**config.mk**
```make
export PLATFORM = sky130hd
export DESIGN_NAME = rr_arbiter_seq
export DESIGN_NICKNAME = d
export VERILOG_FILES = /design/src/rtl/rr_arb_pkg.sv /design/src/rtl/rr_pick.sv /design/src/rtl/rr_arbiter_seq.sv
export SDC_FILE = /design/constraint.sdc
export NUM_CORES = 1
export LEC_CHECK = 0
export ABC_AREA = 1
export ABC_CLOCK_PERIOD_IN_PS = 3700
export CAP_MARGIN = 0
export CELL_PAD_IN_SITES_DETAIL_PLACEMENT = 0
export CELL_PAD_IN_SITES_GLOBAL_PLACEMENT = 1
export CORE_MARGIN = 1.5
export CORE_UTILIZATION = 35
export CTS_CLUSTER_DIAMETER = 80
export DETAILED_ROUTE_END_ITERATION = 16
export GPL_TIMING_DRIVEN = 1
export HOLD_SLACK_MARGIN = 0.08
export PLACE_DENSITY = 0.8
export SYNTH_ARGS = -nofsm -noshare
export SYNTH_HDL_FRONTEND = slang
export SYNTH_SLANG_ARGS = --single-unit
```
**constraint.sdc**
```tcl
create_clock -name clk_i -period 3.7 [get_ports clk_i]
set_input_delay 0.74 -clock clk_i [delete_from_list [all_inputs] [get_ports clk_i]]
set_output_delay 0.74 -clock clk_i [all_outputs]
set_load 0.01 [all_outputs]
```
**src/rtl/rr_arb_pkg.sv**
```systemverilog
`default_nettype none
// +--------------------------------------------------------------------------+
// | rr_arb_pkg : shared types and helpers for the round-robin arbiter         |
// | Revision   : 1.0                                                          |
// +--------------------------------------------------------------------------+
package rr_arb_pkg;

  typedef enum logic {IDLE = 1'b0, GRANT = 1'b1} arb_state_t;

  // Widest request vector the popcount helper accepts; callers zero-extend.
  localparam int MAX_REQ = 256;

  function automatic int unsigned popcount(input logic [MAX_REQ-1:0] v);
    int unsigned c;
    c = 0;
    for (int i = 0; i < MAX_REQ; i++) begin
      if (v[i]) c++;
    end
    return c;
  endfunction

endpackage
`default_nettype wire

```
**src/rtl/rr_pick.sv**
```systemverilog
`default_nettype none
// +--------------------------------------------------------------------------+
// | rr_pick  : combinational rotate-priority picker                          |
// |            scans ptr+1, ptr+2, ... modulo N, optionally skipping one idx |
// | Revision : 1.0                                                           |
// +--------------------------------------------------------------------------+
module rr_pick
  import rr_arb_pkg::*;
#(
  parameter int N  = 8,
  parameter int IW = $clog2(N)
) (
  input  logic [N-1:0]  req,
  input  logic [IW-1:0] ptr,
  input  logic          excl_en,
  input  logic [IW-1:0] excl_idx,
  output logic          found,
  output logic [IW-1:0] idx,
  output logic [N-1:0]  oh
);

  logic [N-1:0]  masked;
  logic [IW-1:0] cand;
  int            sum;

  always_comb begin
    masked = req;
    if (excl_en) masked[excl_idx] = 1'b0;
    found = 1'b0;
    idx   = '0;
    oh    = '0;
    cand  = '0;
    sum   = 0;
    // k runs 1..N so the pointer itself is the lowest-priority candidate.
    for (int k = 1; k <= N; k++) begin
      sum = int'(ptr) + k;
      if (sum >= N) sum = sum - N;
      cand = IW'(sum);
      if (!found && masked[cand]) begin
        found     = 1'b1;
        idx       = cand;
        oh[cand]  = 1'b1;
      end
    end
  end

endmodule
`default_nettype wire

```
**src/rtl/rr_arbiter_seq.sv**
```systemverilog
`default_nettype none
// +--------------------------------------------------------------------------+
// | rr_arbiter_seq : registered round-robin arbiter with grant hold, release |
// |                  and optional hold-time preemption (RR_ARB_TIMEOUT_EN)   |
// | Revision       : 1.0                                                     |
// +--------------------------------------------------------------------------+
module rr_arbiter_seq
  import rr_arb_pkg::*;
#(
  parameter int N        = 8,
  parameter int MAX_HOLD = 4,
  parameter int IW       = $clog2(N)
) (
  input  logic                 clk_i,
  input  logic                 rst_i,
  input  logic [N-1:0]         reqs_i,
  input  logic                 done_i,
  output logic                 any_grant_o,
  output logic                 grant_valid_o,
  output logic [IW-1:0]        grant_idx_o,
  output logic [N-1:0]         grant_oh_o,
  output logic [$clog2(N+1)-1:0] cnt_o,
  output logic [IW-1:0]        lowp_o
);

  localparam int CW = $clog2(N+1);

  arb_state_t    state, state_nxt;
  logic          grant_valid, grant_valid_nxt;
  logic [IW-1:0] grant_idx, grant_idx_nxt;
  logic [N-1:0]  grant_oh, grant_oh_nxt;
  logic [IW-1:0] lowp, lowp_nxt;
  logic [CW-1:0] cnt, cnt_nxt;

  logic          rel;
  logic          timeout;
  logic          pick_found;
  logic [IW-1:0] pick_idx;
  logic [N-1:0]  pick_oh;

  assign rel = (state == GRANT) && (done_i || !reqs_i[grant_idx] || timeout);

  // On release the pointer moves to the releasing index in the same cycle.
  rr_pick #(
    .N  (N),
    .IW (IW)
  ) u_pick (
    .req      (reqs_i),
    .ptr      (rel ? grant_idx : lowp),
    .excl_en  (rel),
    .excl_idx (grant_idx),
    .found    (pick_found),
    .idx      (pick_idx),
    .oh       (pick_oh)
  );

  always_ff @(posedge clk_i) begin
    if (rst_i) begin
      state       <= IDLE;
      grant_valid <= 1'b0;
      grant_idx   <= '0;
      grant_oh    <= '0;
      lowp        <= IW'(N-1);
      cnt         <= '0;
    end else begin
      state       <= state_nxt;
      grant_valid <= grant_valid_nxt;
      grant_idx   <= grant_idx_nxt;
      grant_oh    <= grant_oh_nxt;
      lowp        <= lowp_nxt;
      cnt         <= cnt_nxt;
    end
  end

  always_comb begin
    state_nxt = state;
    case (state)
      IDLE:    if (pick_found) state_nxt = GRANT;
      GRANT:   if (rel && !pick_found && !reqs_i[grant_idx]) state_nxt = IDLE;
      default: state_nxt = IDLE;
    endcase
  end

  always_comb begin
    grant_valid_nxt = grant_valid;
    grant_idx_nxt   = grant_idx;
    grant_oh_nxt    = grant_oh;
    lowp_nxt        = lowp;
    cnt_nxt         = CW'(popcount(MAX_REQ'(reqs_i)));
    if (state == IDLE) begin
      if (pick_found) begin
        grant_valid_nxt = 1'b1;
        grant_idx_nxt   = pick_idx;
        grant_oh_nxt    = pick_oh;
      end
    end else if (rel) begin
      lowp_nxt = grant_idx;
      if (pick_found) begin
        grant_idx_nxt = pick_idx;
        grant_oh_nxt  = pick_oh;
      end else if (!reqs_i[grant_idx]) begin
        grant_valid_nxt = 1'b0;
        grant_idx_nxt   = '0;
        grant_oh_nxt    = '0;
      end
      // else: sole remaining requester keeps the grant with a fresh tenure
    end
  end

`ifdef RR_ARB_TIMEOUT_EN
  localparam int HW = (MAX_HOLD > 1) ? $clog2(MAX_HOLD) : 1;
  logic [HW-1:0] hold_cnt;

  assign timeout = (hold_cnt == HW'(MAX_HOLD-1));

  always_ff @(posedge clk_i) begin
    if (rst_i) begin
      hold_cnt <= '0;
    end else if (state == IDLE || rel) begin
      hold_cnt <= '0;
    end else if (!timeout) begin
      hold_cnt <= hold_cnt + 1'b1;
    end
  end
`else
  logic [31:0] unused_max_hold;
  assign unused_max_hold = 32'(MAX_HOLD);
  assign timeout         = 1'b0;
`endif

  assign any_grant_o   = grant_valid;
  assign grant_valid_o = grant_valid;
  assign grant_idx_o   = grant_idx;
  assign grant_oh_o    = grant_oh;
  assign cnt_o         = cnt;
  assign lowp_o        = lowp;

endmodule
`default_nettype wire

```
## After elaboration in Yosys (flattened, before gate mapping)

Cells that the tools add are included.

| storage, ports and cells | value |
|---|---|
| word-level logic and storage cells | 196 |
| RAM bits | 0 |
| input bits | 11 |
| output and inout port bits | 20 |
| memory bits (read-only) | 0 |
| memories kept | 0 |
| latch bits | 0 |
| flip-flop bits (word level) | 20 |

| cells by class | value |
|---|---|
| mux-type cells | 96 |
| add/subtract/negate cells | 23 |
| reduce and logical (&&, ||, !) cells | 32 |
| equality and inequality tests | 3 |
| div/mod/pow operators | 0 |
| bitwise gates (word level) | 10 |
| multiply operators | 0 |
| shift-type cells | 0 |
| magnitude comparators | 26 |

Operators with widths:

| operator | number |
|---|---|
| $mux 8 | 14 |
| $mux 3 | 22 |
| $or 8x8->8 | 7 |
| $lt 3x4->1 const B | 9 |
| $mux 1 | 34 |
| $ge 4x4->1 const B | 7 |
| $mux 4 | 7 |
| $bmux 1 s3 | 9 |
| $demux 1 s3 | 9 |
| $ge 3x1->1 const B | 9 |
| $add 4x1->4 const B | 6 |
| $sub 3x1->3 const B | 8 |
| $logic_and 1x1->1 | 19 |
| $add 3x3->4 const B | 4 |
| $logic_not 1->1 | 9 |
| $add 3x2->4 const B | 2 |
| $and 8x8->8 | 1 |
| $not 8->8 | 1 |
| $add 3x4->5 const B | 1 |
| $ge 5x4->1 const B | 1 |
| $add 3x1->4 const B | 1 |
| $reduce_and 4->1 | 1 |
| $ne 3x3->1 const B | 1 |
| $reduce_and 3->1 | 1 |
| other kinds (7) | 7 |

## Depth between registers and ports, before layout

Gate-level depths: netlist of run 1.

| depth | value |
|---|---|
| word-level depth | 38 |
| depth in mapped cells | 28 |
| depth with buffers taken out | 25 |

## Modules after synthesis

A second synthesis of run 1 with hierarchy kept.

| second synthesis, totals | value |
|---|---|
| cells, all modules | 529 |
| area total of the unflattened synthesis | 2916.5 um^2 |

By module, submodules not included:

| module | area an instance (um^2) | instances | cells an instance | sequential area each (um^2) |
|---|---|---|---|---|
| rr_pick | 1574.0 | 1 | 320 | 0.0 |
| rr_arbiter_seq | 1342.5 | 1 | 209 | 400.4 |

## Worst setup path after synthesis of run 1

OpenSTA, ideal clock, no wires.

| timing | value |
|---|---|
| path kind | input to register |
| start point | in reqs_i[4] |
| end point | reg grant_idx[1] (netlist: grant_idx_o[1]) |
| data arrival time | 3.668 ns |
| setup slack | -0.102 ns |
| path buffers | 3 |
| stages | 25 |
| data required time | 3.566 ns |
| setup time | 0.134 ns |
| cells stage by stage | inv_1 nand2_1 nand3_1 nand2_1 o21ai_4 nand2_4 nand2_1 nand2_4 buf_6 clkbuf_1 ha_1 inv_1 nand3_1 nand2_1 nand2_1 nand2_2 nor2_2 nand4_4 nor2_4 buf_2 nand3_1 nor2_1 nor2_1 nand2_1 a21oi_1 |

| between the ends | value |
|---|---|
| cells in the longest elaborated chain, start to end | 36 |
| elaborated cells between the ends (all ways) | 94 |
| classes of those cells | add/sub (16); order compare (8); eq/ne (2); mux (48); bitwise (1); reduce/logical (19) |

Ends and longest elaborated chain:

| element | line | RTL |
|---|---|---|
| start: declaration | rr_arbiter_seq.sv:16 | `input logic [N-1:0] reqs_i,` |
| $bmux 1 s3 | rr_arbiter_seq.sv:41, rr_arbiter_seq.sv:101 |  |
| $mux 1 (not written as such) | rr_arbiter_seq.sv:41, rr_arbiter_seq.sv:101 |  |
| $logic_not 1->1 | -- |  |
| $logic_or 1x1->1 | rr_arbiter_seq.sv:41 | `assign rel = (state == GRANT) && (done_i \|\| !reqs_i[grant_idx] \|\| timeout);` |
| $logic_and 1x1->1 | rr_arbiter_seq.sv:41 |  |
| $mux 3 | -- |  |
| $add 3x1->4 | rr_pick.sv:36 | `sum = int'(ptr) + k;` |
| $ge 4x4->1 / $sub 3x1->3 (equally long branches) | rr_pick.sv:37 | `if (sum >= N) sum = sum - N;` |
| (+20 left out) | -- |  |
| $logic_and 1x1->1 | rr_pick.sv:39 | `if (!found && masked[cand]) begin` |
| $mux 1 | rr_pick.sv:39 |  |
| $logic_not 1->1 | rr_pick.sv:39 |  |
| $logic_and 1x1->1 | rr_pick.sv:39 |  |
| $mux 3 / $mux 1 (equally long branches) | rr_pick.sv:39 |  |
| $mux 3 | rr_arbiter_seq.sv:98 | `if (pick_found) begin` |
| $mux 3 | rr_arbiter_seq.sv:96 | `end else if (rel) begin` |
| $mux 3 | rr_arbiter_seq.sv:90 | `if (state == IDLE) begin` |
| end signal: assignment | rr_arbiter_seq.sv:68 | `grant_idx <= grant_idx_nxt;` |
| end: declaration | rr_arbiter_seq.sv:30 | `logic [IW-1:0] grant_idx, grant_idx_nxt;` |

Parallel ways exist; a longest one is shown, timed or not. The select of a mux whose other input is x is not followed.
A chain may end at the register's enable or synchronous reset.

## Final worst setup path of run 1

| timing | value |
|---|---|
| start point | in reqs_i[0] |
| end point | reg cnt[1] (netlist: cnt_o[1]) |

| between the ends | value |
|---|---|
| cells in the longest elaborated chain, start to end | 15 |

Ends and longest elaborated chain:

| element | line | RTL |
|---|---|---|
| $mux 1 (*) | rr_arb_pkg.sv:17 | `if (v[i]) c++;` |
| $add 1x1->2 | rr_arb_pkg.sv:17 |  |
| $mux 4 (*) | rr_arb_pkg.sv:17 |  |
| $add 4x1->4 | rr_arb_pkg.sv:17 |  |
| $mux 4 (*) | rr_arb_pkg.sv:17 |  |
| $add 4x1->4 | rr_arb_pkg.sv:17 |  |
| $mux 4 (*) | rr_arb_pkg.sv:17 |  |
| $add 4x1->4 | rr_arb_pkg.sv:17 |  |
| $mux 4 (*) | rr_arb_pkg.sv:17 |  |
| $add 4x1->4 | rr_arb_pkg.sv:17 |  |
| $mux 4 (*) | rr_arb_pkg.sv:17 |  |
| $add 4x1->4 | rr_arb_pkg.sv:17 |  |
| $mux 4 (*) | rr_arb_pkg.sv:17 |  |
| $add 4x1->4 | rr_arb_pkg.sv:17 |  |
| $mux 4 (*) | rr_arb_pkg.sv:17 |  |
| end signal: assignment | rr_arbiter_seq.sv:71 | `cnt <= cnt_nxt;` |
| end: declaration | rr_arbiter_seq.sv:33 | `logic [CW-1:0] cnt, cnt_nxt;` |

Every way passes the cells marked *; elsewhere a longest branch is shown, timed or not.

==> flow_results.xml, run 1 <==
<?xml version="1.0" encoding="UTF-8"?>
<metrics>
  <group name="clock_network">
    <metric name="cts.htree.levels" unit="">1</metric>
    <metric name="ctsRootBufferMaster" unit="">clkbuf_8</metric>
    <metric name="tritoncts.num_buffers" unit="">3</metric>
    <metric name="clockBufferDepth" unit="">2</metric>
    <metric name="clock-sinks" unit="">20</metric>
    <metric name="cts_tree" unit="">yes</metric>
    <metric name="cts-hold-fix-buffers" unit="">0</metric>
    <metric name="worst_skew_pair.late_latency" unit="ns">0.26</metric>
    <metric name="clkSlewWorstSetupHoldPaths" unit="ns">0.07</metric>
  </group>
  <group name="sta">
    <metric name="setup_viol_count_final" unit="">0</metric>
    <metric name="finalCriticalPeriod" unit="ns">3.518</metric>
    <metric name="worst_relative_slew_slack" unit="">0.6616</metric>
    <metric name="timing.fmax" unit="GHz">0.2843</metric>
    <metric name="worst-slew-pin-transition" unit="ns">0.5061</metric>
    <metric name="fin_worst_skew" unit="ns">0.002791</metric>
    <metric name="final.period_utilization" unit="">0.9508</metric>
    <metric name="final_number_of_max_transition_violations" unit="">0</metric>
    <metric name="report.final.hold_viol_count" unit="">0</metric>
    <metric name="setup_total_negative_slack" unit="ns">0</metric>
  </group>
  <group name="floorplan">
    <metric name="core.rowCount" unit="">33</metric>
    <metric name="floorplan.initialDensity" unit="">0.3598</metric>
    <metric name="die_x" unit="µm">94.68</metric>
    <metric name="die_y" unit="µm">94.68</metric>
    <metric name="io_pins" unit="">31</metric>
    <metric name="placeable_core_region" unit="mm²">0.008175</metric>
    <metric name="die_area" unit="mm²">0.008963</metric>
  </group>
  <group name="synth">
    <metric name="ys_seq_area_frac" unit="">0.1361</metric>
    <metric name="ys_async_sr_fraction" unit="">0</metric>
    <metric name="synthesis.instances" unit="">539</metric>
    <metric name="total_nets_after_synthesis" unit="">563</metric>
    <metric name="synth_enable_flop_cells" unit="">0</metric>
    <metric name="netlist-cell-type-count" unit="">33</metric>
    <metric name="yosysWarnings" unit="">0</metric>
    <metric name="avgSynthCellArea" unit="µm²">5.457</metric>
    <metric name="dominantRegCellSynth" unit="">dfxtp_1</metric>
    <metric name="yosys_register_bits" unit="">20</metric>
    <metric name="post_synth_instance_area" unit="mm²">0.002942</metric>
  </group>
  <group name="final_layout">
    <metric name="total_inserted_antenna_cells" unit="">0</metric>
    <metric name="syn2layout_area_growth" unit="%">61.34</metric>
    <metric name="finish.instance_area" unit="mm²">0.004746</metric>
    <metric name="post-route-util" unit="">0.5805</metric>
    <metric name="multi_input_combinational_cell_area" unit="mm²">0.002472</metric>
    <metric name="seqCellArea" unit="µm²">400.4</metric>
    <metric name="fillCellCount" unit="">791</metric>
    <metric name="layout_cell_share_with_drive_strength_beyond_1" unit="">0.3467</metric>
    <metric name="fin_nets" unit="">723</metric>
    <metric name="finalNonFillerCells" unit="">803</metric>
  </group>
  <group name="placement">
    <metric name="dpl.cell_count" unit="">782</metric>
    <metric name="port-buffer-count" unit="">30</metric>
    <metric name="gp_congestion" unit="">0.9495</metric>
    <metric name="placedInstanceArea" unit="mm²">0.004242</metric>
    <metric name="hpwl" unit="µm">8936</metric>
  </group>
  <group name="job">
    <metric name="reported_max_cap_violation_count" unit="">0</metric>
  </group>
  <group name="grt">
    <metric name="first_pass_grt_wire_length" unit="µm">17800</metric>
    <metric name="first_global_vias" unit="">3718</metric>
    <metric name="global_router_s_overall_resource_usage" unit="">0.2518</metric>
    <metric name="antenna_violations_before_repair" unit="">0</metric>
    <metric name="grt_remaining_overflow" unit="">0</metric>
    <metric name="grt_max_degree" unit="">19</metric>
  </group>
  <group name="critical_path">
    <metric name="start_kind" unit="">input port</metric>
    <metric name="r2r_start" unit="">grant_idx_o[0]</metric>
    <metric name="critPathKind" unit="">in2reg</metric>
    <metric name="crit_path_end" unit="">cnt_o[1]</metric>
    <metric name="worst-r2r-cell-count" unit="">25</metric>
    <metric name="critPathRequiredTime" unit="ns">3.86</metric>
    <metric name="worst-endpoint-arrival" unit="ns">3.68</metric>
    <metric name="crit_path_start" unit="">reqs_i[0]</metric>
    <metric name="r2r_slack" unit="ns">0.34</metric>
    <metric name="path_max_fanout" unit="">3</metric>
    <metric name="worst_r2r_endpoint" unit="">grant_oh_o[2]</metric>
    <metric name="end_kind" unit="">flip-flop</metric>
  </group>
  <group name="worst_hold_path">
    <metric name="hold_path_class" unit="">reg2reg</metric>
  </group>
  <group name="route">
    <metric name="routed-wl-met3" unit="µm">472</metric>
    <metric name="met1Wirelength" unit="µm">5415</metric>
    <metric name="vias_per_cell" unit="">5.019</metric>
    <metric name="drc_violations_left" unit="">0</metric>
    <metric name="dr_wl_met2" unit="µm">5207</metric>
    <metric name="dr.max_layer_used" unit="">met4</metric>
    <metric name="detailedRoute.firstIterationViolations" unit="">307</metric>
    <metric name="routed_wl" unit="µm">11340</metric>
    <metric name="post_drt_wl_per_cell" unit="µm">14.12</metric>
    <metric name="drt_first_pass_iters" unit="">5</metric>
    <metric name="vias" unit="">4030</metric>
    <metric name="detail-route-antenna-nets" unit="">0</metric>
  </group>
  <group name="pwr">
    <metric name="p_leak" unit="µW">0.002450</metric>
    <metric name="cellPowerDensity" unit="mW/mm²">879.0</metric>
    <metric name="max-vdd-ir-drop" unit="mV">0.4361</metric>
  </group>
  <group name="run_status">
    <metric name="outcome" unit="">completed</metric>
  </group>
</metrics>
cells in the final DEF (no fill, tap or decap), drive strengths merged:
| master | instances |
|---|---|
| nor2 | 70 |
| nand3b | 1 |
| o21bai | 1 |
| nand3 | 89 |
| a21oi | 16 |
| o211ai | 1 |
| o22ai | 2 |
| dlymetal6s2s | 6 |
| dfxtp | 20 |
| clkbuf | 6 |
| clkdlybuf4s50 | 22 |
| nand4 | 15 |
| xor2 | 5 |
| xnor2 | 2 |
| inv | 68 |
| ha | 13 |
| a31oi | 2 |
| buf | 141 |
| o21ai | 24 |
| nor3 | 4 |
| nand2 | 190 |
through the flow:
step	total power, µW	hold slack (ns)	setup WS [ns]
after CTS	3716	0.4825	0.0009051
after floorplan	1986	0.4996	0.003120
final	4171	0.4811	0.1820
after global routing	4500	0.5149	-0.003995
after detailed placement	3514	0.4721	-0.6216
after global placement	3491	0.4726	-0.4706
state kept, by name, indices dropped and copies added (netlist names):
register and flops:
grant_idx_o 3, state 1, lowp_o 3, grant_oh_o 8, any_grant_o 1, cnt_o 4
kinds of logic (layout without fill, tap and decap cells):
kind of cell / after synthesis / count (layout) / share of synthesized area
xor+xnor: 7 / 7 / 0.02084
fa+ha+maj: 13 / 13 / 0.05530
compound gates: 46 / 46 / 0.09188
buf+inv: 84 / 243 / 0.1250
flops: 20 / 20 / 0.1361
simple gates: 369 / 369 / 0.5708
critical path: stages:
cell and delay, ns:
clkbuf_2 0.10, buf_4 0.14, ha_2 0.18, nand2_1 0.06, o21ai_2 0.06, ha_1 0.31
nand2_2 0.07, nand2_1 0.07, ha_1 0.27, nor2_1 0.04, a31oi_1 0.20, ha_1 0.27
nand2_1 0.07, nand2_2 0.07, ha_4 0.26, inv_1 0.04, o21ai_2 0.15, ha_1 0.25
nor2_1 0.13, nor2_1 0.05, o21ai_1 0.10, inv_1 0.05
worst min path at each step:
stage / start / endpoint / slack (ns) / cells after the start
3_3_place_gp: grant_oh_o[4] / grant_oh_o[4] / 0.47 / 2
5_1_grt: grant_oh_o[0] / grant_oh_o[0] / 0.51 / 2
2_1_floorplan: grant_oh_o[0] / grant_oh_o[0] / 0.50 / 2
3_5_place_dp: grant_oh_o[4] / grant_oh_o[4] / 0.47 / 2
4_1_cts: grant_oh_o[4] / grant_oh_o[4] / 0.48 / 2
6_report: grant_oh_o[4] / grant_oh_o[4] / 0.48 / 2
routing by layer:
layer	vias to the layer above	track usage
li1	2053	-
met1	1828	0.3560
met2	125	0.4095
met3	24	0.02013
met4	0	0.06343
met5	-	0
where the power goes:
part / switching (µW) / internal, µW
Sequential: 58.3 / 277
Clock: 71.0 / 94.8
Combinational: 2050 / 1620
synth_stat cells (all sizes together), types with 4 or more instances:
master / count / share of area
a21oi: 16 / 0.028
buf: 11 / 0.032
clkbuf: 5 / 0.0064
dfxtp: 20 / 0.14
ha: 13 / 0.055
inv: 68 / 0.087
nand2: 190 / 0.26
nand3: 89 / 0.16
nand4: 15 / 0.037
nor2: 70 / 0.097
nor3: 4 / 0.0085
o21ai: 24 / 0.050
xor2: 5 / 0.015
what timing repair did:
action	in CTS	in global routing
pin swaps	6	32
setup endpoints to repair	16	16
gates resized for setup	12	80
setup buffers	3	13
gates cloned	0	1
cell type report:
| cell class | instances | share of cell area |
|---|---|---|
| timing repair buffer | 171 | 0.3016 |
| inverter | 68 | 0.05378 |
| multi-input combinational | 435 | 0.5210 |
| sequential | 20 | 0.08437 |
| clock buffer | 4 | 0.01160 |
| tap | 105 | 0.02768 |
No activity file was read; power rests on OpenSTA's default activity.
==> inputs of run 2 (changes only) <==
--- a/config.mk
+++ b/config.mk
@@ -11,12 +11,13 @@
 export CELL_PAD_IN_SITES_DETAIL_PLACEMENT = 0
 export CELL_PAD_IN_SITES_GLOBAL_PLACEMENT = 1
 export CORE_MARGIN = 1.5
-export CORE_UTILIZATION = 35
+export CORE_UTILIZATION = 36
+export CTS_BUF_LIST = sky130_fd_sc_hd__clkbuf_4
 export CTS_CLUSTER_DIAMETER = 80
 export DETAILED_ROUTE_END_ITERATION = 16
 export GPL_TIMING_DRIVEN = 1
 export HOLD_SLACK_MARGIN = 0.08
-export PLACE_DENSITY = 0.8
+export PLACE_DENSITY = 0.82
 export SYNTH_ARGS = -nofsm -noshare
 export SYNTH_HDL_FRONTEND = slang
 export SYNTH_SLANG_ARGS = --single-unit
==> flow_results.xml, run 2 (same netlist as run 1, synthesis figures left out) <==
<?xml version="1.0" encoding="UTF-8"?>
<metrics>
  <group name="final_layout">
    <metric name="largest_reg_flops" unit="">8</metric>
    <metric name="layout_cell_share_with_drive_strength_beyond_1" unit="">0.3353</metric>
    <metric name="fillCellCount" unit="">769</metric>
    <metric name="final_cell_mix" unit="">nand2_1, buf_4, nand3_1</metric>
    <metric name="finish.instance_area" unit="mm²">0.004572</metric>
    <metric name="syn2layout_area_growth" unit="%">55.42</metric>
    <metric name="total_inserted_antenna_cells" unit="">0</metric>
    <metric name="post-route-util" unit="">0.5856</metric>
    <metric name="final_common_cell" unit="">nand2_1</metric>
    <metric name="fin_nets" unit="">708</metric>
  </group>
  <group name="grt">
    <metric name="first_pass_grt_wire_length" unit="µm">17510</metric>
    <metric name="grt_remaining_overflow" unit="">0</metric>
    <metric name="grt_max_degree" unit="">14</metric>
    <metric name="antenna_violations_before_repair" unit="">0</metric>
    <metric name="global_router_s_overall_resource_usage" unit="">0.2501</metric>
    <metric name="first_global_vias" unit="">3612</metric>
  </group>
  <group name="pwr">
    <metric name="cellPowerDensity" unit="mW/mm²">868.1</metric>
    <metric name="max-vdd-ir-drop" unit="mV">0.3941</metric>
    <metric name="p_leak" unit="µW">0.002360</metric>
  </group>
  <group name="critical_path">
    <metric name="path_max_fanout" unit="">3</metric>
    <metric name="r2r_slack" unit="ns">0.33</metric>
    <metric name="critPathRequiredTime" unit="ns">3.91</metric>
    <metric name="r2r_start" unit="">grant_idx_o[0]</metric>
    <metric name="worst-endpoint-arrival" unit="ns">3.67</metric>
    <metric name="worst_r2r_endpoint" unit="">grant_oh_o[3]</metric>
    <metric name="start_kind" unit="">input port</metric>
    <metric name="worst-r2r-cell-count" unit="">26</metric>
    <metric name="critPathKind" unit="">in2reg</metric>
    <metric name="end_kind" unit="">flip-flop</metric>
    <metric name="crit_path_start" unit="">reqs_i[0]</metric>
  </group>
  <group name="sta">
    <metric name="worst-slew-pin-transition" unit="ns">0.4725</metric>
    <metric name="report.final.hold_viol_count" unit="">0</metric>
    <metric name="finalCriticalPeriod" unit="ns">3.456</metric>
    <metric name="finalWorstSetupSlack" unit="ns">0.2438</metric>
    <metric name="worst_relative_slew_slack" unit="">0.6840</metric>
    <metric name="final_number_of_max_transition_violations" unit="">0</metric>
    <metric name="timing.fmax" unit="GHz">0.2893</metric>
    <metric name="setup_viol_count_final" unit="">0</metric>
    <metric name="final.period_utilization" unit="">0.9341</metric>
    <metric name="fin_worst_skew" unit="ns">0.01545</metric>
    <metric name="rsz_0062_raised_after_global_routing" unit="">false</metric>
  </group>
  <group name="floorplan">
    <metric name="die_y" unit="µm">93.40</metric>
    <metric name="floorplan.initialDensity" unit="">0.3768</metric>
    <metric name="io_pins" unit="">31</metric>
    <metric name="core.rowCount" unit="">32</metric>
    <metric name="placeable_core_region" unit="mm²">0.007807</metric>
    <metric name="die_area" unit="mm²">0.008723</metric>
    <metric name="die_x" unit="µm">93.40</metric>
  </group>
  <group name="clock_network">
    <metric name="cts-hold-fix-buffers" unit="">0</metric>
    <metric name="clockBufferDepth" unit="">2</metric>
    <metric name="clock-sinks" unit="">20</metric>
    <metric name="tritoncts.num_buffers" unit="">3</metric>
    <metric name="ctsRootBufferMaster" unit="">clkbuf_4</metric>
    <metric name="clkSlewWorstSetupHoldPaths" unit="ns">0.12</metric>
    <metric name="worst_skew_pair.late_latency" unit="ns">0.30</metric>
    <metric name="cts_tree" unit="">yes</metric>
    <metric name="cts.htree.levels" unit="">1</metric>
  </group>
  <group name="placement">
    <metric name="detailedPlace.worstSlack" unit="ns">-0.6748</metric>
    <metric name="port-buffer-count" unit="">30</metric>
    <metric name="hpwl" unit="µm">8909</metric>
    <metric name="gp_congestion" unit="">0.9387</metric>
    <metric name="placedInstanceArea" unit="mm²">0.004123</metric>
  </group>
  <group name="job">
    <metric name="reported_max_cap_violation_count" unit="">0</metric>
  </group>
  <group name="route">
    <metric name="detailedRoute.firstIterationViolations" unit="">286</metric>
    <metric name="vias_per_cell" unit="">5.076</metric>
    <metric name="detail-route-antenna-nets" unit="">0</metric>
    <metric name="drc_violations_left" unit="">0</metric>
    <metric name="routed_wl" unit="µm">11390</metric>
    <metric name="post_drt_wl_per_cell" unit="µm">14.51</metric>
    <metric name="drt_first_pass_iters" unit="">7</metric>
    <metric name="vias" unit="">3985</metric>
  </group>
  <group name="worst_hold_path">
    <metric name="min-delay-start" unit="">grant_oh_o[2]</metric>
    <metric name="hold_path_class" unit="">reg2reg</metric>
    <metric name="hold-path-cell-count" unit="">2</metric>
    <metric name="worst_hold_path.endpoint" unit="">grant_oh_o[2]</metric>
  </group>
  <group name="run_status">
    <metric name="outcome" unit="">completed</metric>
  </group>
</metrics>
[run 2: critical path: stages]
cell and delay, ns:
clkbuf_2 0.10, buf_4 0.14, ha_1 0.21, nand2_1 0.09, o21ai_2 0.07, ha_1 0.28
nand2_2 0.08, nand2_2 0.06, ha_1 0.28, nor2_1 0.12, a31oi_2 0.07, ha_1 0.30
nand2_1 0.07, nand2_1 0.08, ha_1 0.29, inv_1 0.05, o21ai_2 0.14, ha_1 0.25
nor2_1 0.09, nor2_1 0.04, o21ai_1 0.09, inv_1 0.04
[run 2: cell type report]
cell class / instances / area (µm²) / share of cell area
Clock buffer: 3 / 22.52 / 0.004926
Tap cell: 102 / 127.6 / 0.02791
Multi-Input combinational cell: 435 / 2442 / 0.5342
Clock inverter: 1 / 3.754 / 0.0008210
Sequential cell: 20 / 400.4 / 0.08758
Timing Repair Buffer: 156 / 1320 / 0.2887
Inverter: 68 / 255.2 / 0.05583
[run 2: worst max-delay path by stage]
stage / depth (start not counted) / slack, ns / end
floorplan: 25 / 0.003 / grant_idx_o[1]
global placement: 21 / -0.50 / cnt_o[1]
detailed placement: 21 / -0.67 / cnt_o[1]
CTS: 26 / 0.02 / grant_oh_o[3]
global route: 22 / 0.06 / cnt_o[1]
finish: 22 / 0.24 / cnt_o[1]
[run 2: metrics by stage]
step	hold WS, ns	cells	TNS (ns)	total power, µW
after floorplan	0.4996	539	0	1986
after global placement	0.4712	767	-4.790	3386
after detailed placement	0.4728	767	-6.159	3410
after CTS	0.4878	773	0	3545
after global routing	0.5001	785	0	4265
final	0.4852	785	0	3969
[run 2: where the power goes]
group          total, µW  internal, µW  switching, µW  leakage (µW)
logic               3530          1530           2000       0.00218
registers            335           276           58.5      0.000165
clock network        104          39.2           64.8     0.0000154
total               3970          1840           2120       0.00236
[run 2: per-layer routing]
layer  GRT usage  part of all wire
met4     0.03030            0.0035
met5           0                 0
met2      0.4161              0.46
met3     0.01057             0.055
met1      0.3648              0.48
[run 2: what timing repair did]
item / 4_1_cts / 5_1_grt
pin swaps: 5 / 37
endpoints found under the hold margin: 0 / 0
resized for setup: 10 / 83
setup buffers: 2 / 12
endpoints found under the setup margin: 14 / 16
==> inputs of run 3 (changes only) <==
--- a/config.mk
+++ b/config.mk
@@ -18,6 +18,7 @@
 export GPL_TIMING_DRIVEN = 1
 export HOLD_SLACK_MARGIN = 0.08
 export PLACE_DENSITY = 0.82
+export SKIP_CTS_REPAIR_TIMING = 1
 export SYNTH_ARGS = -nofsm -noshare
 export SYNTH_HDL_FRONTEND = slang
 export SYNTH_SLANG_ARGS = --single-unit
==> flow_results.xml, run 3 (same netlist as run 1, synthesis figures left out) <==
<?xml version="1.0" encoding="UTF-8"?>
<metrics>
  <group name="final_layout">
    <metric name="layout_cell_share_with_drive_strength_beyond_1" unit="">0.3294</metric>
    <metric name="post-route-util" unit="">0.5830</metric>
    <metric name="largest_reg_flops" unit="">8</metric>
    <metric name="total_inserted_antenna_cells" unit="">0</metric>
    <metric name="final_cell_mix" unit="">nand2_1, buf_4, nand3_1</metric>
    <metric name="fin_nets" unit="">705</metric>
    <metric name="syn2layout_area_growth" unit="%">54.74</metric>
    <metric name="final_common_cell" unit="">nand2_1</metric>
  </group>
  <group name="grt">
    <metric name="grt_max_degree" unit="">14</metric>
    <metric name="first_pass_grt_wire_length" unit="µm">17280</metric>
    <metric name="grt_remaining_overflow" unit="">0</metric>
    <metric name="global_router_s_overall_resource_usage" unit="">0.2465</metric>
    <metric name="antenna_violations_before_repair" unit="">0</metric>
    <metric name="first_global_vias" unit="">3576</metric>
  </group>
  <group name="sta">
    <metric name="final_number_of_max_transition_violations" unit="">0</metric>
    <metric name="worst_relative_slew_slack" unit="">0.6734</metric>
    <metric name="report.final.hold_viol_count" unit="">0</metric>
    <metric name="worst-slew-pin-transition" unit="ns">0.4883</metric>
    <metric name="finalCriticalPeriod" unit="ns">3.534</metric>
    <metric name="final.period_utilization" unit="">0.9552</metric>
    <metric name="fin_worst_skew" unit="ns">0.01285</metric>
    <metric name="timing.fmax" unit="GHz">0.2830</metric>
    <metric name="setup_viol_count_final" unit="">0</metric>
  </group>
  <group name="critical_path">
    <metric name="crit_path_cell_trace" unit="">dlymetal6s2s_1 &gt; inv_2 &gt; ha_4 &gt; xor2_4 &gt; ha_1 &gt; nand2_2 &gt; nand2_2 &gt; ha_1 &gt; nor2_1 &gt; a31oi_2 &gt; ha_1 &gt; nand2_1 &gt; nand2_1 &gt; ha_1 &gt; inv_1 &gt; o21ai_2 &gt; ha_1 &gt; nor2_1 &gt; nor2_1 &gt; o21ai_1 &gt; inv_1</metric>
    <metric name="critPathKind" unit="">in2reg</metric>
    <metric name="worst-endpoint-arrival" unit="ns">3.74</metric>
    <metric name="path_max_fanout" unit="">3</metric>
    <metric name="crit_path_max_incr_delay" unit="ns">0.30</metric>
    <metric name="worst_path_max_delay_cell" unit="">ha_1</metric>
    <metric name="start_kind" unit="">input port</metric>
    <metric name="cp.buffers_inverters" unit="">4</metric>
    <metric name="critical_path.top_delay_family" unit="">adder cells</metric>
    <metric name="end_kind" unit="">flip-flop</metric>
    <metric name="critPathRequiredTime" unit="ns">3.91</metric>
    <metric name="critical-path-top-cell-by-count" unit="">ha_1</metric>
  </group>
  <group name="clock_network">
    <metric name="clkSlewWorstSetupHoldPaths" unit="ns">0.12</metric>
    <metric name="cts.htree.levels" unit="">1</metric>
    <metric name="clock-sinks" unit="">20</metric>
    <metric name="cts_tree" unit="">yes</metric>
    <metric name="tritoncts.num_buffers" unit="">3</metric>
    <metric name="worst_skew_pair.late_latency" unit="ns">0.30</metric>
    <metric name="clockBufferDepth" unit="">2</metric>
    <metric name="ctsRootBufferMaster" unit="">clkbuf_4</metric>
  </group>
  <group name="route">
    <metric name="routed-wl-met3" unit="µm">557</metric>
    <metric name="detail-route-antenna-nets" unit="">0</metric>
    <metric name="drt_first_pass_iters" unit="">6</metric>
    <metric name="met1Wirelength" unit="µm">5482</metric>
    <metric name="vias_per_cell" unit="">5.110</metric>
    <metric name="vias" unit="">3996</metric>
    <metric name="dr.max_layer_used" unit="">met4</metric>
    <metric name="detailedRoute.firstIterationViolations" unit="">259</metric>
    <metric name="dr_wl_met2" unit="µm">5186</metric>
    <metric name="drc_violations_left" unit="">0</metric>
    <metric name="post_drt_wl_per_cell" unit="µm">14.47</metric>
    <metric name="routed_wl" unit="µm">11310</metric>
  </group>
  <group name="pwr">
    <metric name="p_leak" unit="µW">0.002352</metric>
    <metric name="power.switching" unit="µW">2113</metric>
    <metric name="power_frac_seq" unit="">0.085</metric>
    <metric name="combinationalPowerShare" unit="">0.888</metric>
    <metric name="switching_share" unit="">0.5377</metric>
    <metric name="power.share.clock" unit="">0.026</metric>
    <metric name="p_int" unit="µW">1816</metric>
    <metric name="power.total" unit="µW">3929</metric>
    <metric name="max-vdd-ir-drop" unit="mV">0.3845</metric>
    <metric name="cellPowerDensity" unit="mW/mm²">863.2</metric>
  </group>
  <group name="placement">
    <metric name="gp_congestion" unit="">0.9387</metric>
    <metric name="port-buffer-count" unit="">30</metric>
    <metric name="hpwl" unit="µm">8909</metric>
  </group>
  <group name="floorplan">
    <metric name="die_y" unit="µm">93.40</metric>
    <metric name="floorplan.initialDensity" unit="">0.3768</metric>
    <metric name="io_pins" unit="">31</metric>
    <metric name="die_area" unit="mm²">0.008723</metric>
    <metric name="placeable_core_region" unit="mm²">0.007807</metric>
    <metric name="core.rowCount" unit="">32</metric>
    <metric name="die_x" unit="µm">93.40</metric>
  </group>
  <group name="worst_hold_path">
    <metric name="hold_path_class" unit="">reg2reg</metric>
  </group>
  <group name="run_status">
    <metric name="outcome" unit="">completed</metric>
  </group>
  <group name="job">
    <metric name="reported_max_cap_violation_count" unit="">0</metric>
  </group>
</metrics>
-- run 3: worst paths after layout --
path             startpoint       endpoint  slack [ns]  cells after the start
min reg2reg   grant_oh_o[2]  grant_oh_o[2]        0.49                      2
min           grant_oh_o[2]  grant_oh_o[2]        0.49                      2
max               reqs_i[1]       cnt_o[1]        0.17                     21
max reg2reg  grant_idx_o[0]  grant_oh_o[2]        0.33                     25
-- run 3: layer usage --
metal | vias to the layer above | global-route usage
li1 | 2017 | -
met1 | 1836 | 0.3637
met2 | 131 | 0.4046
met3 | 12 | 0.01057
met4 | 0 | 0.03030
met5 | - | 0
-- run 3: area by class of cell --
| type | instances | area [µm²] |
|---|---|---|
| clock buffers | 3 | 22.52 |
| clock inverters | 1 | 3.754 |
| fillers | 765 | 3256 |
| inverters | 68 | 255.2 |
| multi-input cells | 435 | 2449 |
| flip-flops and latches | 20 | 400.4 |
| well taps | 102 | 127.6 |
| repair buffers | 153 | 1294 |
-- run 3: power groups by stage --
stage / registers [µW] / clock network (µW) / logic, µW
global placement: 337 / 0 / 3050
finish: 335 / 103 / 3490
CTS: 334 / 105 / 3080
global route: 342 / 114 / 3760
detailed placement: 338 / 0 / 3070
floorplan: 342 / 0 / 1640
-- run 3: per-stage QoR --
step | setup slack [ns] | area [µm²] | TNS [ns] | cells | hold slack [ns]
after floorplan | 0.003120 | 2955 | 0 | 539 | 0.4996
after global placement | -0.5040 | 4123 | -4.790 | 767 | 0.4712
after detailed placement | -0.6748 | 4123 | -6.159 | 767 | 0.4728
after CTS | -0.3604 | 4149 | -1.530 | 771 | 0.4878
after global routing | -0.007825 | 4552 | -0.007825 | 782 | 0.5001
final | 0.1658 | 4552 | 0 | 782 | 0.4851
-- run 3: worst register-to-register path: cells and delay by family, from the launching register on --
family          cells  cell delay [ns]
flops               1             0.59
fa+ha+maj           1             0.17
compound gates      2             0.20
buf+inv             7             0.99
simple gates       15             1.36
==> variant 1 (config.mk and constraints of run 1) <==
Register the output `cnt_o` once more; this adds one clock of latency there. The other outputs are not delayed to match.
--- a/src/rtl/rr_arbiter_seq.sv
+++ b/src/rtl/rr_arbiter_seq.sv
@@ -132,7 +132,9 @@
   assign grant_valid_o = grant_valid;
   assign grant_idx_o   = grant_idx;
   assign grant_oh_o    = grant_oh;
-  assign cnt_o         = cnt;
+  always_ff @(posedge clk_i) begin
+    cnt_o <= cnt;
+  end
   assign lowp_o        = lowp;
 
 endmodule
Function: changed (a bounded check fails within 4 cycles, from zero or initial values and one cycle with rst_i high).
==> variant 1 against run 1 <==
Final area is 1.2% lower. Wire length is 0.28% lower. Critical path type unchanged. Critical endpoint is now cnt[1]. Setup slack better by 0.0016 ns. Highest routed layer unchanged. Die area is 7.7% higher. Synthesized area is 7.9% higher. Total power is 3.8% lower. Clock skew is 0.0014 ns higher. Sequential cell count is 4 higher.
==> variant 1: results (changes against run 1) <==
[outcome]
status = finished clean

[layout]
antenna_cells = 0  ; unchanged
drive_gt1_frac = 0.326  ; -0.0208
largest_register_ff_count = 8  ; unchanged
nets = 694  ; -4.0%

[timing]
setup_tns_ns = 0  ; unchanged
skew_ns = 0.00417  ; +0.00138 ns
whs_ns = 0.339  ; -0.142 ns
tightest_slew_ns = 0.582  ; +0.0759 ns
finalCritPeriodShare = 0.950  ; about the same

[pwr]
p_leak_nw = 2.35  ; -4.0%
irDropWorstVdd_v = 0.000446  ; +2.4%

[placement]
postPlaceCellArea_um2 = 4260  ; +0.32%
dp_cells = 762  ; -2.6%
dpl_worst_slack_ns = -0.604  ; +0.0177 ns
place_hpwl_mm = 9.20  ; +3.0%
gp_congestion = 0.953  ; +0.41%

[routing]
viasPerCell = 5.11  ; +1.7%
vias = 3967  ; -1.6%
first_pass_iters = 4  ; -1
drt_iter0_markers = 273  ; -11%
post_drt_wl_per_cell_um = 14.6  ; +3.1%

[logic_synthesis]
ys_seq_area_frac = 0.151  ; +0.0152
synthTopCellsByArea = nand2_1 (19%), dfxtp_1 (15%), nand3_1 (12%), nor2_1 (7.2%), inv_1 (6.6%)
yosysUniqueCellTypes = 36  ; +9.1%
ys_warn_count = 0  ; unchanged
avgSynthCellArea_um2 = 5.86  ; +7.3%
synth_nets = 566  ; +0.53%
synth_top_area_frac = 0.193  ; -0.0267
synth_common_cells = nand2_1 (163), nand3_1 (79), nor2_1 (61)

[worst_setup_path]
r2r_slack_ns = 0.26  ; -0.08 ns
reg2reg_from = grant_idx_o[0]
timing.rr.end = grant_oh_o[6]
arrival_ns = 3.69  ; about the same
crit_start = reqs_i[1]
max_stage_delay_ns = 0.29  ; -0.02 ns
crit_path_end = cnt[1]
ff2ff_path_depth = 23  ; -8.0%
worst-path-max-fanout = 2  ; -1

[global_routing]
grt_max_degree = 17  ; -2
grt_use_total = 0.238  ; -0.0140
grt_pass1_vias = 3905  ; +5.0%
grt_first_pass_wirelength_mm = 18.8  ; +5.7%

[clock_tree]
ctsLongestPathBuffers = 2  ; unchanged
clk_latency_ns = 0.27
clkTransAtPathRegs_ns = 0.08
cts_htree_levels = 1  ; unchanged

[worst_hold_path]
hold_class = reg2reg

==> variant 1: kinds of logic after synthesis <==
group	after synthesis	synth area share
AOI/OAI and AO/OA	54	0.100
adders and majority gates	13	0.0512
xor gates and xnor gates	7	0.0193
buffers and inverters	82	0.122
and+or+nand+nor	362	0.556
DFF	24	0.151
==> variant 1: worst min-delay path by stage <==
stage          endpoint  startpoint  cells after the start
2_1_floorplan  cnt_o[0]      cnt[0]                      0
3_3_place_gp   cnt_o[0]      cnt[0]                      0
3_5_place_dp   cnt_o[2]      cnt[2]                      0
4_1_cts        cnt_o[2]      cnt[2]                      0
5_1_grt        cnt_o[2]      cnt[2]                      0
6_report       cnt_o[2]      cnt[2]                      0
==> variant 1: what timing repair did <==
item | 4_1_cts | 5_1_grt
setup buffers | 2 | 9
setup endpoints to repair | 16 | 15
hold endpoints to repair | 0 | 0
gates cloned | 0 | 0
pin swaps | 11 | 34
resized for setup | 28 | 63
hold buffers | 0 | 0
==> variant 1: power breakdown <==
part | switching, mW | internal, mW
combinational | 2.03 | 1.42
sequential | 0.0564 | 0.325
clock | 0.0810 | 0.0950
==> variant 1: area by class of cell <==
cell class                 count  area, um2
clock buffer                   4       55.1
tap                          108        135
multi-input combinational    436       2550
fill                         897       4070
timing repair buffer         142       1230
inverter                      63        240
sequential                    24        480
==> variant 1: routing by layer <==
layer / share of wire / track usage / wire, um / vias up
li1: - / - / - / 1997
met1: 0.48 / 0.334 / 5420 / 1839
met2: 0.45 / 0.385 / 5060 / 110
met3: 0.053 / 0.0272 / 596 / 21
met4: 0.021 / 0.0661 / 233 / 0
met5: 0 / 0 / 0 / -
==> variant 2 (config.mk and constraints of run 1) <==
Without the edit above. `N` is set to 8 in 2 places; all go to 16.
--- a/src/rtl/rr_pick.sv
+++ b/src/rtl/rr_pick.sv
@@ -7,7 +7,7 @@
 module rr_pick
   import rr_arb_pkg::*;
 #(
-  parameter int N  = 8,
+  parameter int N  = 16,
   parameter int IW = $clog2(N)
 ) (
   input  logic [N-1:0]  req,
--- a/src/rtl/rr_arbiter_seq.sv
+++ b/src/rtl/rr_arbiter_seq.sv
@@ -7,7 +7,7 @@
 module rr_arbiter_seq
   import rr_arb_pkg::*;
 #(
-  parameter int N        = 8,
+  parameter int N        = 16,
   parameter int MAX_HOLD = 4,
   parameter int IW       = $clog2(N)
 ) (
Ports: changed (5 resized); port bits go from 31 to 50. No check against the original RTL was run, so the function may have changed too.
==> variant 2 against run 1 <==
The run now ends with setup timing left. Setup slack worse by 3.4 ns. Wire length grew to 3.3 times the old value. Sequential cell count is 11 higher. Synthesized area is 140% higher. Global-route usage is 6.3 points higher. Total power grew to 2.7 times the old value. Final area grew to 2.8 times the old value. Sequential share of layout area is 3.7 points lower. Critical endpoint unchanged. Largest cell class unchanged. Highest routed layer unchanged.
==> variant 2: results (changes against run 1) <==
[placement]
gp_congestion = 0.993  ; +4.6%
place_hpwl_mm = 25.5  ; +190%
dpl_worst_slack_ns = -4.56  ; -3.94 ns
postPlaceCellArea_um2 = 10700  ; +150%
port_buffers = 49  ; +63%

[logic_synthesis]
synth_common_cells = nand2_1 (546), nor2_1 (226), nand3_1 (186)
yosysUniqueCellTypes = 42  ; +27%
synth_xor_area_frac = 0.0208  ; -0.0000675
synthFlopType = dfxtp_1
synth_compound_area_frac = 0.0954  ; +0.00355
synthTopCellsByArea = nand2_1 (29%), nand3_1 (13%), nor2_1 (12%), dfxtp_1 (8.7%), inv_1 (6.8%)
synth_adder_area_share = 0.0563  ; +0.00104
synth_nets = 1503  ; +170%
ys_seq_area_frac = 0.0873  ; -0.0488

[clock_tree]
clkTransAtPathRegs_ns = 0.05  ; -0.02 ns
cts_htree_levels = 2  ; +1
numCtsBuffers = 5  ; +2
cts_root_buffer = clkbuf_16

[layout]
drive_gt1_frac = 0.400  ; +0.0529
largest_register_ff_count = 16  ; +8
nets = 1968  ; +170%

[global_routing]
met1_usage = 0.411  ; +0.0553
gr-usage-met3 = 0.0486  ; +0.0285
grt_first_pass_wirelength_mm = 54.3  ; +210%
met2_usage = 0.529  ; +0.120
grt_max_degree = 24  ; +5
grt_use_total = 0.314  ; +0.0625
grt_pass1_vias = 10700  ; +190%

[routing]
post_drt_wl_per_cell_um = 17.0  ; +20%
viasPerCell = 5.33  ; +6.2%
drt_iter0_markers = 1052  ; +240%

[worst_setup_path]
r2r_slack_ns = -1.08  ; -1.42 ns
worst-path-max-fanout = 2  ; -1
arrival_ns = 7.15  ; +3.47 ns
cpMaxStageDelayCell = ha_4
timing.rr.end = grant_oh_o[10]
max_stage_delay_ns = 0.27  ; -0.04 ns
ff2ff_path_depth = 38  ; +52%

[timing]
max_slew_margin = 0.518  ; -0.144
setup_viol = 27  ; +27
setup_slack_ns = -3.24  ; -3.42 ns
whs_ns = 0.461  ; -0.0198 ns
skew_ns = 0.00724  ; +0.00445 ns

[outcome]
status = complete, but fails checks
violations = setup timing

[worst_hold_path]
min_to = grant_oh_o[8]
min_from = grant_oh_o[8]

[pwr]
p_leak_nw = 6.76  ; +180%
irDropWorstVdd_v = 0.000455  ; +4.2%
p_sw_frac = 0.542  ; +0.0201

==> variant 2: changes by cell type after synthesis, moves of 23 or more <==
cell and delta:
nor3_1 +39, a21oi_1 +44, nand3_1 +103, nand2_1 +374, nor2_1 +161, inv_1 +66
clkbuf_1 +23
==> variant 2: logic make-up after synthesis <==
group / count (synthesis)
xor+xnor: 16
buf+inv: 202
flops: 31
fa+ha+maj: 32
simple gates: 1048
compound gates: 123
==> variant 2: power groups by stage <==
stage | registers, mW | logic, mW | clock network (mW)
after floorplan | 0.513 | 4.36 | 0
after global placement | 0.483 | 8.18 | 0
after detailed placement | 0.483 | 8.28 | 0
after CTS | 0.480 | 9.04 | 0.401
after global routing | 0.491 | 11.1 | 0.419
final | 0.485 | 10.4 | 0.397
==> variant 2: final cells by class <==
type	count	area (um2)
clock buffers	6	139
clock inverters	1	5.00
fillers	1628	6600
inverters	143	563
multi-input cells	1219	7070
flip-flops and latches	31	621
well taps	265	332
repair buffers	517	4390
==> variant 2: repair_timing <==
item / 4_1_cts / 5_1_grt
hold buffers: 0 / 0
buffers inserted: 88 / 24
endpoints found under the hold margin: 0 / 0
endpoints found under the setup margin: 27 / 27
cloned: 3 / 2
gates resized for setup: 138 / 243
pin swaps: 73 / 127
==> variant 2: worst max-delay path: cells and delay by family <==
| family | cells | cell delay (ns) |
|---|---|---|
| compound gates | 10 | 1.54 |
| simple gates | 11 | 0.68 |
| buf+inv | 10 | 0.58 |
| fa+ha+maj | 14 | 3.43 |
| xor+xnor | 1 | 0.18 |
==> variant 2: stage by stage <==
stage / cells / TNS, ns / util / total power, mW
finish: 2182 / -42.37 / 0.665 / 11.2
global route: 2182 / -48.68 / 0.665 / 12.0
CTS: 2163 / -37.29 / 0.609 / 9.92
detailed placement: 2067 / -60.64 / 0.544 / 8.76
global placement: 2067 / -57.97 / 0.544 / 8.67
floorplan: 1452 / -33.27 / - / 4.87
==> variant 2: per-layer routing <==
metal | part of all wire | routed length (um)
met1 | 0.41 | 15100
met2 | 0.47 | 17400
met3 | 0.087 | 3240
met4 | 0.036 | 1340
met5 | 0 | 0
==> variant 2: how the worst max path moves through the flow <==
stage	startpoint	to
after CTS	reqs_i[1]	cnt_o[4]
after floorplan	reqs_i[1]	cnt_o[4]
after global routing	reqs_i[1]	cnt_o[4]
after detailed placement	reqs_i[1]	cnt_o[4]
final	reqs_i[1]	cnt_o[1]
after global placement	reqs_i[1]	cnt_o[4]
